==> src/rtl/water_inlet_arbiter.sv <==
`default_nettype none
// ============================================================================
// Module      : water_inlet_arbiter
// Description : Round-robin arbiter for one shared water-mains valve feeding
//               four washers. Grants one washer at a time, limits each fill
//               by a timeout, and keeps a closing gap between grants.
// Revision    : 1.0 - initial release
// ============================================================================
module water_inlet_arbiter #(
    parameter int unsigned FILL_TIMEOUT = 200,
    parameter int unsigned GAP_CYCLES   = 2
) (
    input  logic       clk,
    input  logic       rst,
    input  logic [3:0] req,
    input  logic [3:0] filled,
    input  logic [3:0] clr_fault,
    output logic [3:0] grant,
    output logic       busy,
    output logic [3:0] fault
);

    typedef enum logic [1:0] {
        ST_IDLE  = 2'd0,
        ST_GRANT = 2'd1,
        ST_GAP   = 2'd2
    } state_t;

    localparam logic [7:0] TIMEOUT_LAST = 8'(FILL_TIMEOUT - 1);
    localparam logic [3:0] GAP_LAST     = 4'(GAP_CYCLES - 1);

    state_t     state_q, state_d;
    logic [3:0] grant_q, grant_d;
    logic [3:0] fault_q, fault_d;
    logic       busy_q, busy_d;
    logic [1:0] rr_ptr_q, rr_ptr_d;
    logic [1:0] gidx_q, gidx_d;
    logic [7:0] cnt_q, cnt_d;
    logic [3:0] gap_q, gap_d;

    logic [3:0] w_elig;
    logic       w_pick_valid;
    logic [1:0] w_pick_idx;
    logic [1:0] w_probe;
    logic [3:0] w_fault_set;

    assign w_elig = req & ~fault_q;

    // Rotating priority search: lowest offset from rr_ptr wins.
    always_comb begin
        w_pick_valid = 1'b0;
        w_pick_idx   = rr_ptr_q;
        w_probe      = rr_ptr_q;
        for (int k = 3; k >= 0; k--) begin
            w_probe = rr_ptr_q + 2'(k);
            if (w_elig[w_probe]) begin
                w_pick_valid = 1'b1;
                w_pick_idx   = w_probe;
            end
        end
    end

    // Next-state, grant, counters and fault update.
    always_comb begin
        state_d     = state_q;
        grant_d     = grant_q;
        rr_ptr_d    = rr_ptr_q;
        gidx_d      = gidx_q;
        cnt_d       = cnt_q;
        gap_d       = gap_q;
        w_fault_set = 4'b0000;

        case (state_q)
            ST_IDLE: begin
                if (w_pick_valid) begin
                    state_d = ST_GRANT;
                    grant_d = 4'b0001 << w_pick_idx;
                    gidx_d  = w_pick_idx;
                    cnt_d   = 8'd0;
                end
            end
            ST_GRANT: begin
                cnt_d = cnt_q + 8'd1;
                if (filled[gidx_q] || !req[gidx_q] || (cnt_q == TIMEOUT_LAST)) begin
                    // A fill that completes exactly at the timeout is a normal release.
                    if ((cnt_q == TIMEOUT_LAST) && !filled[gidx_q]) begin
                        w_fault_set[gidx_q] = 1'b1;
                    end
                    state_d  = ST_GAP;
                    grant_d  = 4'b0000;
                    cnt_d    = 8'd0;
                    gap_d    = 4'd0;
                    rr_ptr_d = gidx_q + 2'd1;
                end
            end
            ST_GAP: begin
                if (gap_q == GAP_LAST) begin
                    // Arbitrate on the closing edge of the gap so that exactly
                    // GAP_CYCLES idle cycles separate back-to-back grants.
                    if (w_pick_valid) begin
                        state_d = ST_GRANT;
                        grant_d = 4'b0001 << w_pick_idx;
                        gidx_d  = w_pick_idx;
                        cnt_d   = 8'd0;
                    end else begin
                        state_d = ST_IDLE;
                    end
                end else begin
                    gap_d = gap_q + 4'd1;
                end
            end
            default: begin
                state_d = ST_IDLE;
                grant_d = 4'b0000;
            end
        endcase

        // Timeout set takes priority over a same-edge clear.
        fault_d = (fault_q & ~clr_fault) | w_fault_set;
        busy_d  = (state_d != ST_IDLE);
    end

    // State and registered outputs; reset is asynchronous and active-low.
    always_ff @(posedge clk or negedge rst) begin
        if (!rst) begin
            state_q  <= ST_IDLE;
            grant_q  <= 4'b0000;
            fault_q  <= 4'b0000;
            busy_q   <= 1'b0;
            rr_ptr_q <= 2'd0;
            gidx_q   <= 2'd0;
            cnt_q    <= 8'd0;
            gap_q    <= 4'd0;
        end else begin
            state_q  <= state_d;
            grant_q  <= grant_d;
            fault_q  <= fault_d;
            busy_q   <= busy_d;
            rr_ptr_q <= rr_ptr_d;
            gidx_q   <= gidx_d;
            cnt_q    <= cnt_d;
            gap_q    <= gap_d;
        end
    end

    assign grant = grant_q;
    assign busy  = busy_q;
    assign fault = fault_q;

endmodule
`default_nettype wire

==> config.mk <==
export PLATFORM = sky130hd
export DESIGN_NAME = water_inlet_arbiter
export DESIGN_NICKNAME = d
export VERILOG_FILES = /design/src/rtl/water_inlet_arbiter.sv
export SDC_FILE = /design/constraint.sdc
export NUM_CORES = 1
export LEC_CHECK = 0
export ABC_AREA = 1
export CAP_MARGIN = 40
export CELL_PAD_IN_SITES_DETAIL_PLACEMENT = 1
export CELL_PAD_IN_SITES_GLOBAL_PLACEMENT = 1
export CORE_AREA = 2 2 65 67
export CTS_BUF_LIST = sky130_fd_sc_hd__clkbuf_8
export DETAILED_ROUTE_END_ITERATION = 6
export DIE_AREA = 0 0 67 69
export PLACE_DENSITY = 0.85
export SYNTH_ARGS = -nofsm -noshare
export SYNTH_HDL_FRONTEND = slang
export SYNTH_SLANG_ARGS = --single-unit
==> constraint.sdc <==
create_clock -name clk -period 3.12 [get_ports clk]
set_clock_uncertainty 0.15 [all_clocks]
set_input_delay 0.78 -clock clk [delete_from_list [all_inputs] [get_ports clk]]
set_output_delay 0.78 -clock clk [all_outputs]
set_load 0.03 [all_outputs]
## Word-level counts from Yosys, hierarchy flattened

Index checks and enable logic that the tools add are counted.

- Register bits after elaboration: 27
- Output and inout bits: 9

- Add/subtract/negate cells: 6
- Magnitude comparators: 6
- Equality and inequality tests: 7
- Shifts and indexed selects: 1
- Muxes and demuxes: 43
- Bitwise gates (word level): 5
- Reduce and logical (&&, ||, !) cells: 16

Operators with widths:

| kind | count |
|---|---|
| 4-bit 2-to-1 mux | 7 |
| 8-bit 2-to-1 mux | 3 |
| 8-bit case mux with 3 select lines | 1 |
| 2-bit 2-to-1 mux | 9 |
| 2-bit by 3-bit less-than comparator with 1-bit output, second input constant | 5 |
| 1-bit binary-select mux with 2-bit select | 6 |
| 1-bit 2-to-1 mux | 12 |
| 4-bit case mux with 3 select lines | 1 |
| 8-bit by 1-bit adder with 8-bit output, second input constant | 1 |
| 4-bit bitwise AND | 2 |
| 8-bit == test, second input constant | 1 |
| 4-bit inverter | 2 |
| 4-bit case mux with 2 select lines | 1 |
| 2-bit AND reduction | 4 |
| 2-bit inequality test, second input constant | 3 |
| 2-bit case mux with 3 select lines | 1 |
| 2-bit nonzero test | 3 |
| 2-bit by 1-bit adder with 2-bit output, second input constant | 2 |
| 2-bit adder, second input constant | 2 |
| 4-bit by 1-bit adder with 4-bit output, second input constant | 1 |
| 4-bit by 1-bit == test with 1-bit output, second input constant | 1 |
| 4-bit bitwise OR | 1 |
| 2-bit case mux with 2 select lines | 1 |
| 1-bit by 2-bit left shift with 4-bit output, first input constant | 1 |
| other kinds (10) | 13 |

## Longest topological paths before layout

Gate-level depths: netlist of run 1.

- Word-level depth: 12
- Mapped depth: 13
- Gate-level depth less buffers: 12

## Worst setup path after synthesis of run 1

Ideal clock, no wire load.

- Path type: input to register
- From: input port req[0]
- To: register cnt_q[5]
- Library setup time: 0.120 ns
- Arrival time: 1.614 ns
- Data required time: 2.850 ns
- Setup slack: 1.236 ns
- Stages on the path: 9
- Path buffers: 0
- Cell sequence: nand3_1 nand2_1 nand2_1 nand2_1 nor2_4 a21oi_4 inv_2 nand2_4 o21ai_2

- Cells in the longest elaborated chain, start to end: 10
- Elaborated cells on any way between the ends: 22
- Classes of those cells: 18 x mux; 1 x bitwise; 3 x reduce/logical

Ends and longest elaborated chain:

| item | RTL line | RTL |
|---|---|---|
| from (decl) | 15 | `input logic [3:0] req,` |
| 4-bit bitwise AND | 47 | `assign w_elig = req & ~fault_q;` |
| 1-bit binary-select mux with 2-bit select | 56 | `if (w_elig[w_probe]) begin` |
| 1-bit 2-to-1 mux (implied by the code) | 56 |  |
| 1-bit 2-to-1 mux (4 in series) | 56 |  |
| 8-bit 2-to-1 mux (2 in series) | -- |  |
| 8-bit case mux with 3 select lines (*) | 73 | `case (state_q)` |
| to (signal assigned) | 141 | `cnt_q <= cnt_d;` |
| to (decl) | 38 | `logic [7:0] cnt_q, cnt_d;` |

Every way passes the cells marked *; elsewhere a longest branch is shown, timed or not. The select of a mux whose other input is x is not followed.
A chain may end at the register's enable or synchronous reset.

## Worst setup path in the final report of run 1

- From: input port req[1]
- To: register cnt_q[5]

Same word-level chain as after synthesis.

==> results of run 1 <==
power by group through the flow:
stage | sequential [W] | clock, W | combinational, W
global placement | 0.000521 | 0 | 0.00102
floorplan | 0.000522 | 0 | 0.000778
CTS | 0.000517 | 0.000215 | 0.00107
finish | 0.000514 | 0.000209 | 0.00105
detailed placement | 0.000523 | 0 | 0.00106
global route | 0.000527 | 0.000229 | 0.00121
worst max-delay path, cell delays in order:
cell and delay [ps]:
clkdlybuf4s50_1 530, nand3_1 90, nand2_1 110, nand2_1 90, nand2_2 120, nor2_4 50, a21oi_4 270, inv_2 110
nand2_4 110, o21ai_2 50
state kept, by name (all words and copies together) (netlist names):
register and cells:
busy 1, cnt_q 8, rr_ptr_q 2, state_q 2, gap_q 4, gidx_q 2, fault 4, grant 4
worst paths after layout:
path	end	depth (start not counted)
worst max-delay path	cnt_q[5]	10
worst min-delay path	grant[3]	2
worst max register to register	rr_ptr_q[1]	9
worst min register to register	grant[3]	2
max in group asynchronous	rr_ptr_q[1]	2
min in group asynchronous	state_q[1]	2
kinds of logic (layout without fill, tap and decap cells):
group / count (synthesis) / count (layout) / share of synthesized area
xor gates and xnor gates: 4 / 4 / 0.02100
buffers and inverters: 29 / 55 / 0.07277
adders and majority gates: 7 / 7 / 0.05251
AOI/OAI and AO/OA: 25 / 25 / 0.09452
DFF: 27 / 27 / 0.4051
and+or+nand+nor: 127 / 127 / 0.3541
through the flow:
| stage | cell area, sq um | cells |
|---|---|---|
| CTS | 1999 | 295 |
| finish | 1999 | 295 |
| floorplan | 1668 | 219 |
| global route | 1999 | 295 |
| detailed placement | 1951 | 291 |
| global placement | 1951 | 291 |
cells in the mapped netlist, types with 3 or more instances:
library cell	number	area share
dfrtp_1	27	0.41
nand2_1	68	0.15
inv_1	24	0.054
o21ai_1	3	0.0090
o22ai_1	5	0.019
nor2_1	11	0.025
xor2_1	4	0.021
o21ai_2	4	0.021
nand2_2	5	0.019
nand3_1	24	0.072
ha_1	7	0.053
o21ai_0	10	0.030
nand4_1	9	0.034
area by class of cell:
cell class | instances | area (sq um) | share of cell area
clock buffer | 3 | 41.29 | 0.02065
clock inverter | 1 | 7.507 | 0.003755
inverter | 27 | 106.4 | 0.05319
multi-input combinational | 163 | 870.8 | 0.4355
sequential | 27 | 675.6 | 0.3379
tap | 50 | 62.56 | 0.03129
timing repair buffer | 24 | 235.2 | 0.1176
metal layers:
metal	share of wire	vias to the layer above
met2	0.52	24
met1	0.44	750
met3	0.030	2
met5	0	-
li1	-	765
met4	0.0068	0
==> results.sh, run 1 <==
export IMPL_postCtsSetupRepairBufs=0
export IMPL_clockRootBuffer="clkbuf_8"
export IMPL_via_count=1541
export IMPL_fp_dieW_um=67
export IMPL_ir_drop_uv=412.8
export IMPL_grt_busiest_layer="met2"
export IMPL_synth_edf_count=0
export IMPL_status="finished clean"
export IMPL_crit_path_start="req[1]"
export IMPL_hold_viol=0
export IMPL_p_seq_frac=0.290
export IMPL_antenna_found_initial=0
export IMPL_cts_resized_gates=0
export IMPL_diodes=0
export IMPL_cts_buffers=3
export IMPL_internal_power_w=0.0008542
export IMPL_final_common_cell="nand2_1"
export IMPL_drt_pass1_iterations=4
export IMPL_start_kind="input port"
export IMPL_use_met2=0.3663
export IMPL_layout_common_cells="nand2_1 (68), dfrtp_1 (27), inv_1 (24), nand3_1 (24), clkdlybuf4s50_1 (22)"
export IMPL_synth_net_count=240
export IMPL_ant_nets=0
export IMPL_synth_seq_cells=27
export IMPL_setup_viol=0
export IMPL_dieArea_sq_um=4623
export IMPL_p_sw_w=0.0009201
export IMPL_grt_util_met1=0.2615
export IMPL_yosys_warnings=0
export IMPL_maxSlewViolCount=0
export IMPL_clock_path_buffers=2
export IMPL_synthFlopType="dfrtp_1"
export IMPL_die_h_um=69
export IMPL_fmax_ghz=0.4355
export IMPL_power_density_nw_per_um2=887.4
export IMPL_grt_usage=0.2064
export IMPL_clk_latency_ps=280
export IMPL_crit_type="input port to flip-flop"
export IMPL_power_switching_share=0.5186
export IMPL_drt_iter0_markers=35
export IMPL_required_ps=3140
export IMPL_place_congestion=0.7997
export IMPL_min_path_type="flip-flop to flip-flop"
export IMPL_grt_pass1_wl_um=7396
export IMPL_cap_violations=0
export IMPL_synthArstFlopShare=1.000
export IMPL_drive_gt1_frac=0.1061
export IMPL_clkPwrFrac=0.118
export IMPL_clk_pin_slew_ps=100
export IMPL_nets=267
export IMPL_overflow=0
export IMPL_grt_pass1_vias=1597
export IMPL_avgViaCountPerCell=5.224
export IMPL_floorplan_initialDensity=0.4262
export IMPL_synth_cell_types=26
export IMPL_combPwrFrac=0.592
export IMPL_reg2reg_from="cnt_q[0]"
export IMPL_reg2reg_slack_ps=1090
export IMPL_cts_sinks=27
export IMPL_pre_cts_ws_ps=516.8
export IMPL_timing_setup_tns_ps=0
export IMPL_hp_start="grant[3]"
export IMPL_fillers=514
export IMPL_synth_area_sq_um=1668
export IMPL_grt_use_met3=0.02773
export IMPL_max_slew_margin=0.5960
export IMPL_areaGrowthSynthToFinish_pct=19.88
export IMPL_hpwl_um=3448
export IMPL_wl_um=4266
export IMPL_yosysSeqAreaShare=0.4051
export IMPL_period_share=0.7359
export IMPL_cts_hold_buf=0
export IMPL_path_max_fanout=10
export IMPL_tritoncts="built"
export IMPL_core_rowCount=23
export IMPL_synth_avg_cell_area_sq_um=7.616
export IMPL_rsz0062_at_grt="no"
export IMPL_synthCells=219
export IMPL_htreeDepth=1
export IMPL_fin_util=0.5109
export IMPL_io_pins=23
export IMPL_critPathCaptureType="flip-flop"
export IMPL_cp_arrival_ps=2320
export IMPL_period_needed_ps=2296
export IMPL_power_leakage_nw=0.9791
export IMPL_p_total_w=0.001774
export IMPL_numPortBuffers=22
export IMPL_grt_max_degree=28
export IMPL_drc=0
export IMPL_layout_setup_ws_ps=823.9
export IMPL_drt_wirelength_per_cell_um=14.46
export IMPL_core_area_sq_um=3914
export IMPL_worst_slew_pin_slew_ps=603.7
export IMPL_holdWs_ps=345.8
(Power assumes the default switching activity.)
==> inputs of run 2 (changes only) <==
- CORE_AREA: 2 2 65 67 -> 2 2 67 69
- DIE_AREA: 0 0 67 69 -> 0 0 69 71
- PLACE_DENSITY: 0.85 -> 0.81
- clock period: 3.12 -> 2.15 ns (I/O delays scaled with it)
==> run 2 against run 1 <==
Net effect: routed wire length grew 2.5%; cell area grew 4.2%; core utilization shrank 1.5 points; sequential share of layout area shrank 1.4 points; largest power group unchanged.
==> results.sh, run 2 (synthesis gave the netlist of run 1 again) <==
export IMPL_status="finished clean"
export IMPL_cts_hold_buf=0
export IMPL_cap_violations=0
export IMPL_fmax_ghz=0.4935
export IMPL_clock_path_buffers=2
export IMPL_htreeDepth=1
export IMPL_via_count=1590
export IMPL_die_h_um=71
export IMPL_postCtsSetupRepairBufs=0
export IMPL_cts_buffers=3
export IMPL_reg2reg_from="rr_ptr_q[0]"
export IMPL_core_area_sq_um=4204
export IMPL_grt_max_degree=28
export IMPL_layout_setup_ws_ps=123.6
export IMPL_hold_viol=0
export IMPL_whs_endpoint="grant[3]"
export IMPL_place_congestion=0.8178
export IMPL_cp_arrival_ps=1340
export IMPL_cts_resized_gates=0
export IMPL_drt_pass1_iterations=4
export IMPL_io_pins=23
export IMPL_placed_area_sq_um=2028
export IMPL_reg2reg_to="gidx_q[1]"
export IMPL_grt_util_met1=0.2304
export IMPL_period_share=0.9425
export IMPL_grt_usage=0.1944
export IMPL_crit_family="buffers and inverters"
export IMPL_path_cells="clkdlybuf4s50_1"
export IMPL_drt_wirelength_per_cell_um=14.24
export IMPL_use_met2=0.3504
export IMPL_fp_dieW_um=69
export IMPL_hp_start="grant[3]"
export IMPL_required_ps=1460
export IMPL_rsz0062_at_grt="no"
export IMPL_grt_pass1_wl_um=7734
export IMPL_overflow=0
export IMPL_power_leakage_nw=1.024
export IMPL_wl_um=4371
export IMPL_hpwl_um=3461
export IMPL_maxSlewViolCount=0
export IMPL_nets=277
export IMPL_ir_drop_uv=773.9
export IMPL_tritoncts="built"
export IMPL_dieArea_sq_um=4899
export IMPL_clk_latency_ps=280
export IMPL_core_rowCount=24
export IMPL_path_max_fanout=2
export IMPL_slowest_delay_ps=680
export IMPL_crit_type="flip-flop to primary output"
export IMPL_critPathSlowestCell="clkdlybuf4s50_1"
export IMPL_min_path_type="flip-flop to flip-flop"
export IMPL_areaGrowthSynthToFinish_pct=24.91
export IMPL_fillers=531
export IMPL_drive_gt1_frac=0.1451
export IMPL_final_common_cell="nand2_1"
export IMPL_cts_sinks=27
export IMPL_grt_busiest_layer="met2"
export IMPL_setup_viol=0
export IMPL_reg2reg_slack_ps=210
export IMPL_cp_depth=1
export IMPL_whs_path_depth=2
export IMPL_max_slew_margin=0.7327
export IMPL_crit_buf_inv=1
export IMPL_avgViaCountPerCell=5.179
export IMPL_clk_pin_slew_ps=100
export IMPL_worst_slew_pin_slew_ps=399.4
export IMPL_numPortBuffers=22
export IMPL_multi_input_area_sq_um=877.1
export IMPL_critPathCaptureType="primary output"
export IMPL_period_needed_ps=2026
export IMPL_drt_iter0_markers=74
export IMPL_r2r_cells=10
export IMPL_clockRootBuffer="clkbuf_8"
export IMPL_ant_nets=0
export IMPL_antenna_found_initial=0
export IMPL_diodes=0
export IMPL_design_area_sq_um=2083
export IMPL_grt_pass1_vias=1736
export IMPL_pre_cts_ws_ps=-146.8
export IMPL_grt_use_met3=0.02849
export IMPL_drc=0
export IMPL_regMostFlops="cnt_q"
export IMPL_layout_common_cells="nand2_1 (68), dfrtp_1 (27), inv_1 (24), nand3_1 (24), clkdlybuf4s50_1 (22)"
export IMPL_ff_latch_area_sq_um=675.6
export IMPL_start_kind="flip-flop"
export IMPL_power_density_nw_per_um2=1320
export IMPL_largest_reg_flops=8
export IMPL_floorplan_initialDensity=0.3967
[run 2: worst max-delay path by stage]
| stage | to | from |
|---|---|---|
| 2_1_floorplan | cnt_q[5] | fault[0] |
| 3_5_place_dp | gidx_q[1] | req[0] |
| 4_1_cts | grant[2] | grant[2] |
| 3_3_place_gp | grant[0] | req[1] |
| 6_report | grant[2] | grant[2] |
| 5_1_grt | gidx_q[0] | req[0] |
[run 2: cell type report]
| cell class | count | area share |
|---|---|---|
| clock buffer | 3 | 0.01982 |
| clock inverter | 1 | 0.003604 |
| inverter | 27 | 0.05105 |
| multi-input combinational | 163 | 0.4210 |
| sequential | 27 | 0.3243 |
| tap | 52 | 0.03123 |
| timing repair buffer | 34 | 0.1489 |
[run 2: per-layer routing]
metal	part of all wire	up-vias	wire, um
met4	0.021	0	91
met1	0.45	774	1949
met3	0.021	9	91
li1	-	788	-
met2	0.51	19	2239
met5	0	-	0
[run 2: power breakdown]
part | leakage, nW | total (W) | switching, W | internal (W)
Combinational | 0.643 | 0.00169 | 0.00108 | 0.000609
Clock | 0.0217 | 0.000306 | 0.000174 | 0.000132
Sequential | 0.360 | 0.000753 | 0.000130 | 0.000623
[run 2: worst min-delay path, stage by stage (launching register included)]
cell,delay (ps)
dfrtp_1,360
nand2_1,50
nand2_1,60
[run 2: per-stage QoR]
step                      std cells  TNS (ps)    util  power, W  hold slack, ps
after global routing            307         0  0.4955  0.003021           386.0
final                           307         0  0.4955  0.002750           351.6
after floorplan                 219         0       -  0.001887           91.91
after CTS                       307         0  0.4940  0.002774           354.2
after detailed placement        303     -1734  0.4824  0.002459           327.3
after global placement          303     -1065  0.4824  0.002394           320.6
==> RTL edit: new RTL, settings of run 1 <==
One comparison of `cnt_q` changes from == to >=.
--- a/src/rtl/water_inlet_arbiter.sv
+++ b/src/rtl/water_inlet_arbiter.sv
@@ -83,7 +83,7 @@
                 cnt_d = cnt_q + 8'd1;
                 if (filled[gidx_q] || !req[gidx_q] || (cnt_q == TIMEOUT_LAST)) begin
                     // A fill that completes exactly at the timeout is a normal release.
-                    if ((cnt_q == TIMEOUT_LAST) && !filled[gidx_q]) begin
+                    if ((cnt_q >= TIMEOUT_LAST) && !filled[gidx_q]) begin
                         w_fault_set[gidx_q] = 1'b1;
                     end
                     state_d  = ST_GAP;
Behaviour: same outputs for any inputs over 10 cycles, from zero or initial values and one cycle with rst low; that may be too few to reach the edited logic, so the function may still have changed.
==> RTL edit against run 1 <==
  * Via count is 3.2% lower
  * Sequential share of layout area is 1.3 points lower
  * Combinational power is 6% higher
  * Sequential cell count stayed put
  * Power is 3.9% higher
  * Global-route usage is 0.63 points higher
  * Utilization is 2.0 points higher
  * Design area is 4.0% higher
  * Count of clock-buffer cells in the layout stayed put
  * Die area stayed put
  * Synthesized area is 5.0% higher
  * Final cell count is 1.7% lower
  * Setup slack better by 0.031 ns
  * Routed wire length is 0.26% lower
  * Largest power group unchanged
==> RTL edit: results <==
export IMPL_use_met1_pct=27.3
export IMPL_met2_usage_pct=36.0
export IMPL_synth_fa_ha_area_share_pct=5.00
export IMPL_synth_xor_area_share_pct=2.50
export IMPL_synth_compound_area_share_pct=10.1
export IMPL_synth_common_cells="44 x nand2_1, 27 x dfrtp_1, 23 x inv_1"
export IMPL_dp_cells=286
export IMPL_outcome="completed"
export IMPL_ys_seq_area_share_pct=38.6
export IMPL_drive_gt1_share_pct=21.7
export IMPL_place_gp_congestion=0.782
export IMPL_grt_usage_pct=21.3
export IMPL_tightest_slew_ns=0.396
export IMPL_grtUsageMet3_pct=3.92
export IMPL_placed_area_um2=2030
export IMPL_critPathMaxStageDelay_ns=0.68
export IMPL_synthTopCellsByArea="dfrtp_1 39%, nand2_1 9.4%, nand3_1 6.3%"
export IMPL_crit_fanout=1
export IMPL_syn_nets=235
export IMPL_rrSetupSlack_ns=1.24
export IMPL_syn_inst=214
export IMPL_via_per_inst=5.14
export IMPL_clkTransAtPathRegs_ns=0.10
export IMPL_irDropWorstVdd_v=0.000420
export IMPL_routedWlPerCell_um=14.7
export IMPL_vias=1491
export IMPL_first_global_vias=1668
export IMPL_cp_arrival_ns=1.33
export IMPL_post_cts_setup_buffer_count=0
export IMPL_n_fill_cell=519
export IMPL_grt_pass1_wl_um=7570
export IMPL_fin_nets=262
export IMPL_drt_initial_drc_count=36
RTL edit: cell types whose count changed after synthesis, sizes merged, moves of 2 or more:
cell	change
o31ai	+2
o22ai	-3
inv	+6
o21ai	+3
nand3	+3
nor4	-2
nand2	-12
RTL edit: path summary, 6_finish.rpt:
kind | start | endpoint | depth (start not counted)
max | busy | busy | 1
min reg2reg | grant[1] | grant[1] | 2
min | grant[1] | grant[1] | 2
max reg2reg | gidx_q[0] | grant[3] | 9
min in group asynchronous | rst | cnt_q[1] | 2
max in group asynchronous | rst | rr_ptr_q[0] | 2
RTL edit: final cells by class:
type                    instances  area share [%]
clock inverters                 1           0.361
repair buffers                 23            11.0
well taps                      50            3.01
flip-flops and latches         27            32.5
inverters                      32            6.02
clock buffers                   3            1.99
multi-input cells             154            45.2
RTL edit: stage by stage:
| stage | util [%] | total power, mW | worst slack [ns] | hold slack [ns] |
|---|---|---|---|---|
| 3_5_place_dp | 51.9 | 1.63 | 0.588 | 0.324 |
| 3_3_place_gp | 51.9 | 1.60 | 0.631 | 0.313 |
| 6_report | 53.1 | 1.84 | 0.855 | 0.344 |
| 5_1_grt | 53.1 | 2.02 | 0.749 | 0.392 |
| 2_1_floorplan | - | 1.38 | 1.32 | 0.334 |
| 4_1_cts | 53.1 | 1.87 | 0.853 | 0.351 |
RTL edit: cell families (layout without fill, tap and decap cells):
logic type,Yosys count,count (layout)
buf+inv,33,59
compound gates,27,27
xor+xnor,5,5
flops,27,27
fa+ha+maj,7,7
simple gates,115,115
RTL edit: per-layer routing:
metal	wire length (um)	part of all wire, %
met3	76	1.8
met2	2230	52
met1	1900	45
met4	53	1.2
met5	0	0
RTL edit: report_power, final:
part	leakage [nW]	switching [mW]	internal, mW
combinational	0.615	0.752	0.355
sequential	0.360	0.0897	0.430
clock	0.0217	0.125	0.0913
